[config.mk]
export PLATFORM = sky130hd
export DESIGN_NAME = control_fsm
export DESIGN_NICKNAME = d
export VERILOG_FILES = /design/src/rtl/control_fsm.sv
export SDC_FILE = /design/constraint.sdc
export NUM_CORES = 1
export LEC_CHECK = 0
export CELL_PAD_IN_SITES_DETAIL_PLACEMENT = 0
export CELL_PAD_IN_SITES_GLOBAL_PLACEMENT = 1
export CORE_ASPECT_RATIO = 0.75
export CORE_UTILIZATION = 24
export DETAILED_ROUTE_END_ITERATION = 8
export HOLD_SLACK_MARGIN = 0.08
export MAX_ROUTING_LAYER = met4
export PLACE_DENSITY = 0.93
export SLEW_MARGIN = 10
export SYNTH_ARGS = -nofsm -noshare
export SYNTH_HDL_FRONTEND = slang
export SYNTH_SLANG_ARGS = --single-unit
[constraint.sdc]
create_clock -name clk -period 3.1 [get_ports clk]
set_clock_uncertainty 0.15 [all_clocks]
set_input_delay 0.775 -clock clk [delete_from_list [all_inputs] [get_ports clk]]
set_output_delay 0.775 -clock clk [all_outputs]
set_load 0.005 [all_outputs]
[src/rtl/control_fsm.sv]
// Multicycle RV32I main controller: state sequencing, datapath enables/selects and imm_src.
// Define CONTROL_FSM_ILLEGAL_TRAP_EN to trap unknown opcodes in TRAP and expose `illegal`.
module control_fsm (
    input  logic        clk,
    input  logic        rstn,
    input  logic [31:0] instr,
    input  logic        zero,
    output logic        pc_write,
    output logic        ir_write,
    output logic        reg_write,
    output logic        mem_write,
    output logic        adr_src,
    output logic [1:0]  alu_src_a,
    output logic [1:0]  alu_src_b,
    output logic [1:0]  result_src,
    output logic [3:0]  alu_ctrl,
    output logic [2:0]  imm_src
`ifdef CONTROL_FSM_ILLEGAL_TRAP_EN
    ,
    output logic        illegal
`endif
);

    localparam logic [3:0] ST_FETCH     = 4'd0;
    localparam logic [3:0] ST_DECODE    = 4'd1;
    localparam logic [3:0] ST_MEMADR    = 4'd2;
    localparam logic [3:0] ST_MEMREAD   = 4'd3;
    localparam logic [3:0] ST_MEMWB     = 4'd4;
    localparam logic [3:0] ST_MEMWRITE  = 4'd5;
    localparam logic [3:0] ST_EXEC_R    = 4'd6;
    localparam logic [3:0] ST_EXEC_I    = 4'd7;
    localparam logic [3:0] ST_ALUWB     = 4'd8;
    localparam logic [3:0] ST_BRANCH    = 4'd9;
    localparam logic [3:0] ST_JAL       = 4'd10;
    localparam logic [3:0] ST_JALR_CALC = 4'd11;
    localparam logic [3:0] ST_LUI       = 4'd12;
    localparam logic [3:0] ST_AUIPC     = 4'd13;
`ifdef CONTROL_FSM_ILLEGAL_TRAP_EN
    localparam logic [3:0] ST_TRAP      = 4'd14;
`endif

    localparam logic [6:0] OP_LOAD   = 7'b0000011;
    localparam logic [6:0] OP_STORE  = 7'b0100011;
    localparam logic [6:0] OP_R      = 7'b0110011;
    localparam logic [6:0] OP_I      = 7'b0010011;
    localparam logic [6:0] OP_BRANCH = 7'b1100011;
    localparam logic [6:0] OP_JAL    = 7'b1101111;
    localparam logic [6:0] OP_JALR   = 7'b1100111;
    localparam logic [6:0] OP_LUI    = 7'b0110111;
    localparam logic [6:0] OP_AUIPC  = 7'b0010111;

    localparam logic [3:0] ALU_ADD  = 4'b0000;
    localparam logic [3:0] ALU_SUB  = 4'b0001;
    localparam logic [3:0] ALU_AND  = 4'b0010;
    localparam logic [3:0] ALU_OR   = 4'b0011;
    localparam logic [3:0] ALU_XOR  = 4'b0100;
    localparam logic [3:0] ALU_SLT  = 4'b0101;
    localparam logic [3:0] ALU_SLTU = 4'b0110;
    localparam logic [3:0] ALU_SLL  = 4'b0111;
    localparam logic [3:0] ALU_SRL  = 4'b1000;
    localparam logic [3:0] ALU_SRA  = 4'b1001;

    logic [3:0] r_state;
    logic [3:0] w_next;
    logic [6:0] w_opcode;
    logic [2:0] w_funct3;
    logic       w_funct7b5;
    logic       w_unused_bits;
    logic       w_pc_write;
    logic       w_ir_write;
    logic       w_reg_write;
    logic       w_mem_write;

    assign w_opcode      = instr[6:0];
    assign w_funct3      = instr[14:12];
    assign w_funct7b5    = instr[30];
    assign w_unused_bits = ^{instr[31], instr[29:15], instr[11:7]};

    function automatic logic [3:0] f_alu_op(input logic [2:0] f3, input logic alt);
        case (f3)
            3'b000:  f_alu_op = alt ? ALU_SUB : ALU_ADD;
            3'b001:  f_alu_op = ALU_SLL;
            3'b010:  f_alu_op = ALU_SLT;
            3'b011:  f_alu_op = ALU_SLTU;
            3'b100:  f_alu_op = ALU_XOR;
            3'b101:  f_alu_op = alt ? ALU_SRA : ALU_SRL;
            3'b110:  f_alu_op = ALU_OR;
            default: f_alu_op = ALU_AND;
        endcase
    endfunction

    always_ff @(posedge clk or negedge rstn) begin
        if (!rstn) begin
            r_state <= ST_FETCH;
        end else begin
            r_state <= w_next;
        end
    end

    always_comb begin
        w_next = ST_FETCH;
        case (r_state)
            ST_FETCH: w_next = ST_DECODE;
            ST_DECODE: begin
                case (w_opcode)
                    OP_LOAD, OP_STORE: w_next = ST_MEMADR;
                    OP_R:              w_next = ST_EXEC_R;
                    OP_I:              w_next = ST_EXEC_I;
                    OP_BRANCH:         w_next = ST_BRANCH;
                    OP_JAL:            w_next = ST_JAL;
                    OP_JALR:           w_next = ST_JALR_CALC;
                    OP_LUI:            w_next = ST_LUI;
                    OP_AUIPC:          w_next = ST_AUIPC;
`ifdef CONTROL_FSM_ILLEGAL_TRAP_EN
                    default:           w_next = ST_TRAP;
`else
                    default:           w_next = ST_FETCH;
`endif
                endcase
            end
            ST_MEMADR:    w_next = instr[5] ? ST_MEMWRITE : ST_MEMREAD;
            ST_MEMREAD:   w_next = ST_MEMWB;
            ST_EXEC_R,
            ST_EXEC_I,
            ST_JAL,
            ST_LUI,
            ST_AUIPC:     w_next = ST_ALUWB;
            ST_JALR_CALC: w_next = ST_JAL;
`ifdef CONTROL_FSM_ILLEGAL_TRAP_EN
            ST_TRAP:      w_next = ST_TRAP;
`endif
            default:      w_next = ST_FETCH;
        endcase
    end

    always_comb begin
        w_pc_write  = 1'b0;
        w_ir_write  = 1'b0;
        w_reg_write = 1'b0;
        w_mem_write = 1'b0;
        adr_src     = 1'b0;
        alu_src_a   = 2'b00;
        alu_src_b   = 2'b00;
        result_src  = 2'b00;
        alu_ctrl    = ALU_ADD;
        case (r_state)
            ST_FETCH: begin
                w_ir_write = 1'b1;
                w_pc_write = 1'b1;
                alu_src_b  = 2'b10;
                result_src = 2'b10;
            end
            ST_DECODE, ST_AUIPC: begin
                alu_src_a = 2'b01;
                alu_src_b = 2'b01;
            end
            ST_MEMADR, ST_JALR_CALC: begin
                alu_src_a = 2'b10;
                alu_src_b = 2'b01;
            end
            ST_MEMREAD: adr_src = 1'b1;
            ST_MEMWB: begin
                result_src  = 2'b01;
                w_reg_write = 1'b1;
            end
            ST_MEMWRITE: begin
                adr_src     = 1'b1;
                w_mem_write = 1'b1;
            end
            ST_EXEC_R: begin
                alu_src_a = 2'b10;
                alu_ctrl  = f_alu_op(w_funct3, w_funct7b5);
            end
            ST_EXEC_I: begin
                alu_src_a = 2'b10;
                alu_src_b = 2'b01;
                // addi has no subtract form; only the shift group honours bit 30.
                alu_ctrl  = (w_funct3 == 3'b000) ? ALU_ADD : f_alu_op(w_funct3, w_funct7b5);
            end
            ST_ALUWB: w_reg_write = 1'b1;
            ST_BRANCH: begin
                alu_src_a  = 2'b10;
                alu_ctrl   = !w_funct3[2] ? ALU_SUB : (w_funct3[1] ? ALU_SLTU : ALU_SLT);
                w_pc_write = zero ^ w_funct3[0] ^ w_funct3[2];
            end
            ST_JAL: begin
                alu_src_a  = 2'b01;
                alu_src_b  = 2'b10;
                w_pc_write = 1'b1;
            end
            ST_LUI: begin
                alu_src_a = 2'b11;
                alu_src_b = 2'b01;
            end
            default: ;
        endcase
    end

    always_comb begin
        imm_src = 3'b000;
        if (r_state != ST_FETCH) begin
            case (w_opcode)
                OP_LOAD, OP_I, OP_JALR: imm_src = 3'b010;
                OP_STORE:               imm_src = 3'b011;
                OP_BRANCH:              imm_src = 3'b100;
                OP_LUI, OP_AUIPC:       imm_src = 3'b101;
                OP_JAL:                 imm_src = 3'b110;
                default:                imm_src = 3'b000;
            endcase
        end
    end

    // Write enables are killed while reset is held so an aborted instruction commits nothing.
    assign pc_write  = w_pc_write & rstn;
    assign ir_write  = w_ir_write & rstn;
    assign reg_write = w_reg_write & rstn;
    assign mem_write = w_mem_write & rstn;

`ifdef CONTROL_FSM_ILLEGAL_TRAP_EN
    assign illegal = (r_state == ST_TRAP) & rstn;
`endif

endmodule

==> run_results.csv <==
group,metric,value,unit
yosys,ys_seq_elements,4,
yosys,ys_warn_count,0,
cts,cts_setup_buffers,0,
route,wl_per_cell,14.2,µm
route,wirelength,2510,µm
timing,hold_ws,611,ps
timing,fmax,332,MHz
grt,grt_max_degree,18,
timing,grt_setup_unrepaired,"false",
timing,period_minus_slack,3010,ps
critical_path,end_kind,"primary output",
yosys,async_flop_share,1.00,
final_layout,top_register,"r_state",
final_layout,utilization,0.440,
placed_design,post-dp-hpwl,1830,µm
cts,numCtsBuffers,3,
critical_path,critical-path-top-delay-family,"buffers and inverters",
cts,clk_pin_slew,30,ps
route,routed_via_density,5.18,
floorplan,initial_utilization,0.264,
route,vias,916,
cts,clockRootBuffer,"clkbuf_8",
route,drc,0,
cts,htreeDepth,1,
timing,hold_viol_final,0,
final_layout,layout-drive-gt1-share,0.255,
cts,cts_tree,"built",
final_layout,antenna_cells,0,
yosys,ys.flop_type,"dfrtp_1",
yosys,synth.cell_area,719,µm²
route,antenna_left,0,
run,drv_cap,0,
yosys,ys_seq_area_frac,0.139,
critical_path,critical_path.max_stage_delay,440,ps
cts,clock_latency,220,ps
floorplan,rows,16,
timing,setup_violations,0,
timing,slew_headroom,0.650,
route,first_pass_iters,6,
critical_path,critPathKind,"input port to primary output",
final_layout,nets,178,
cts,hold_buffers,0,
critical_path,crit_arrival,2090,ps
grt,grt_pass1_vias,881,
cts,clockBufferDepth,2,
yosys,ys_types,38,
final_layout,reg.largest.list,"r_state x4",
critical_path,path_max_fanout,4,
grt,grt_antenna_before_repair,0,
placed_design,place_congestion,0.839,
grt,grt_pass1_wl,4180,µm
route,initialDrtViolationCount,18,
worst_hold_path,holdCritPathClass,"flop to flop",
floorplan,die_area,0.00322,mm²
floorplan,fp.coreArea,0.00272,mm²
critical_path,timing.critical_path.buf_inv,3,
floorplan,die_x,65.2,µm
critical_path,crit_slowest_cell,"clkdlybuf4s50_1",
floorplan,top_level_ports,53,
pwr,irDropWorstVdd,0.219,mV
outcome,run_status,"finished clean",
critical_path,crit_path_start_kind,"input port",
pwr,power.leakage,0.563,nW
timing,final_max_slew_viol_count,0,
final_layout,syn2layout_area_growth,66.6,%
grt,grt.overflow.total,0,
timing,period_share,0.971,
floorplan,fp.dieH,49.4,µm
yosys,synth_enable_flop_cells,0,
final_layout,largest_reg_flops,4,
grt,grt_usage,0.173,
pwr,powerDensity,416,mW/mm²
cts,clock_sinks,4,
yosys,syn_nets,136,
critical_path,cp.required,2170,ps
yosys,syn_area_per_cell,7.12,µm²
placed_design,port_buffers,31,
timing,worstMarginPinSlew,525,ps
yosys,syn_inst,101,
critical_path,worstPathCellList,"dlygate4sd2_1 > inv_1 > a31oi_1 > o32ai_2 > a21o_1 > clkdlybuf4s50_1",
==> power by group <==
| group | switching (mW) | internal, mW | total (mW) |
|---|---|---|---|
| Sequential | 0.0424 | 0.0611 | 0.104 |
| Clock | 0.0281 | 0.0828 | 0.111 |
| Combinational | 0.124 | 0.161 | 0.285 |
| Total | 0.194 | 0.305 | 0.499 |
==> area by class of cell <==
type	instances	area [µm²]
timing repair buffer	46	414
tap	36	45.0
fill	276	1520
sequential	4	101
inverter	5	18.8
multi-input combinational	83	578
clock buffer	3	41.3
==> placed cells by master, fill, tap and decap left out, types with 3 or more instances in the layout <==
cell type        instances
clkbuf_8                 3
a21oi_1                 12
nand3_1                  3
clkdlybuf4s50_1         21
nand2_1                 11
nor3_1                   3
buf_4                   14
dfrtp_1                  3
o211ai_1                 3
nand2b_1                 3
dlygate4sd2_1            8
and3_1                   4
nor2_1                   6
o21ai_1                  3
xnor2_1                  3
nand4_1                  3
inv_1                    4
==> kinds of logic (layout without fill, tap and decap cells) <==
logic type	Yosys count	count (layout)	share of synthesized area
compound gates	29	29	0.264
flops	4	4	0.139
buf+inv	14	54	0.0991
simple gates	49	49	0.437
xor+xnor	5	5	0.0609
==> cell usage after synthesis, types with 4 or more instances <==
master	instances	area share
and3_1	4	0.035
nor2_1	6	0.031
dfrtp_1	4	0.14
nand2_1	11	0.057
a21oi_1	12	0.083
nor3_1	4	0.028
inv_1	4	0.021
xnor2_1	4	0.049
buf_2	5	0.035
==> per-layer routing <==
layer / track usage / wire length, µm / share of wire
met5: - / 0 / 0
met4: 0.0652 / 40 / 0.016
met2: 0.266 / 1270 / 0.50
met1: 0.234 / 1110 / 0.44
met3: 0.0140 / 87 / 0.035
==> metrics by stage <==
| step | instance area, µm² | TNS, ps | cells | total power [mW] | setup slack (ps) |
|---|---|---|---|---|---|
| after floorplan | 719 | 0 | 101 | 0.235 | 708 |
| after global placement | 1130 | -906 | 174 | 0.377 | -181 |
| after detailed placement | 1130 | -1160 | 174 | 0.387 | -250 |
| after CTS | 1180 | 0 | 177 | 0.495 | 20.8 |
| after global routing | 1200 | 0 | 177 | 0.534 | 1.72 |
| final | 1200 | 0 | 177 | 0.499 | 88.7 |
==> final timing paths <==
path / start / endpoint / slack (ps) / depth (start not counted)
max in group asynchronous: rstn / r_state[1] / 1860 / 2
hold reg to reg: r_state[1] / r_state[1] / 610 / 2
min in group asynchronous: rstn / r_state[2] / 830 / 2
setup reg to reg: r_state[0] / r_state[3] / 1570 / 4
setup / recovery: instr[14] / alu_ctrl[0] / 90 / 6
hold / removal: r_state[1] / r_state[1] / 610 / 2
==> worst min-delay path, delay by kind of cell, from the launching register on <==
family                 cells  cell delay, ps
AOI/OAI and AO/OA          1              90
DFF                        1             530
buffers and inverters      1              90
==> timing repair <==
item | 4_1_cts | 5_1_grt
setup endpoints to repair | 8 | 6
pin swaps | 1 | 1
gates resized for setup | 12 | 7
No activity file was read; power rests on OpenSTA's default activity.
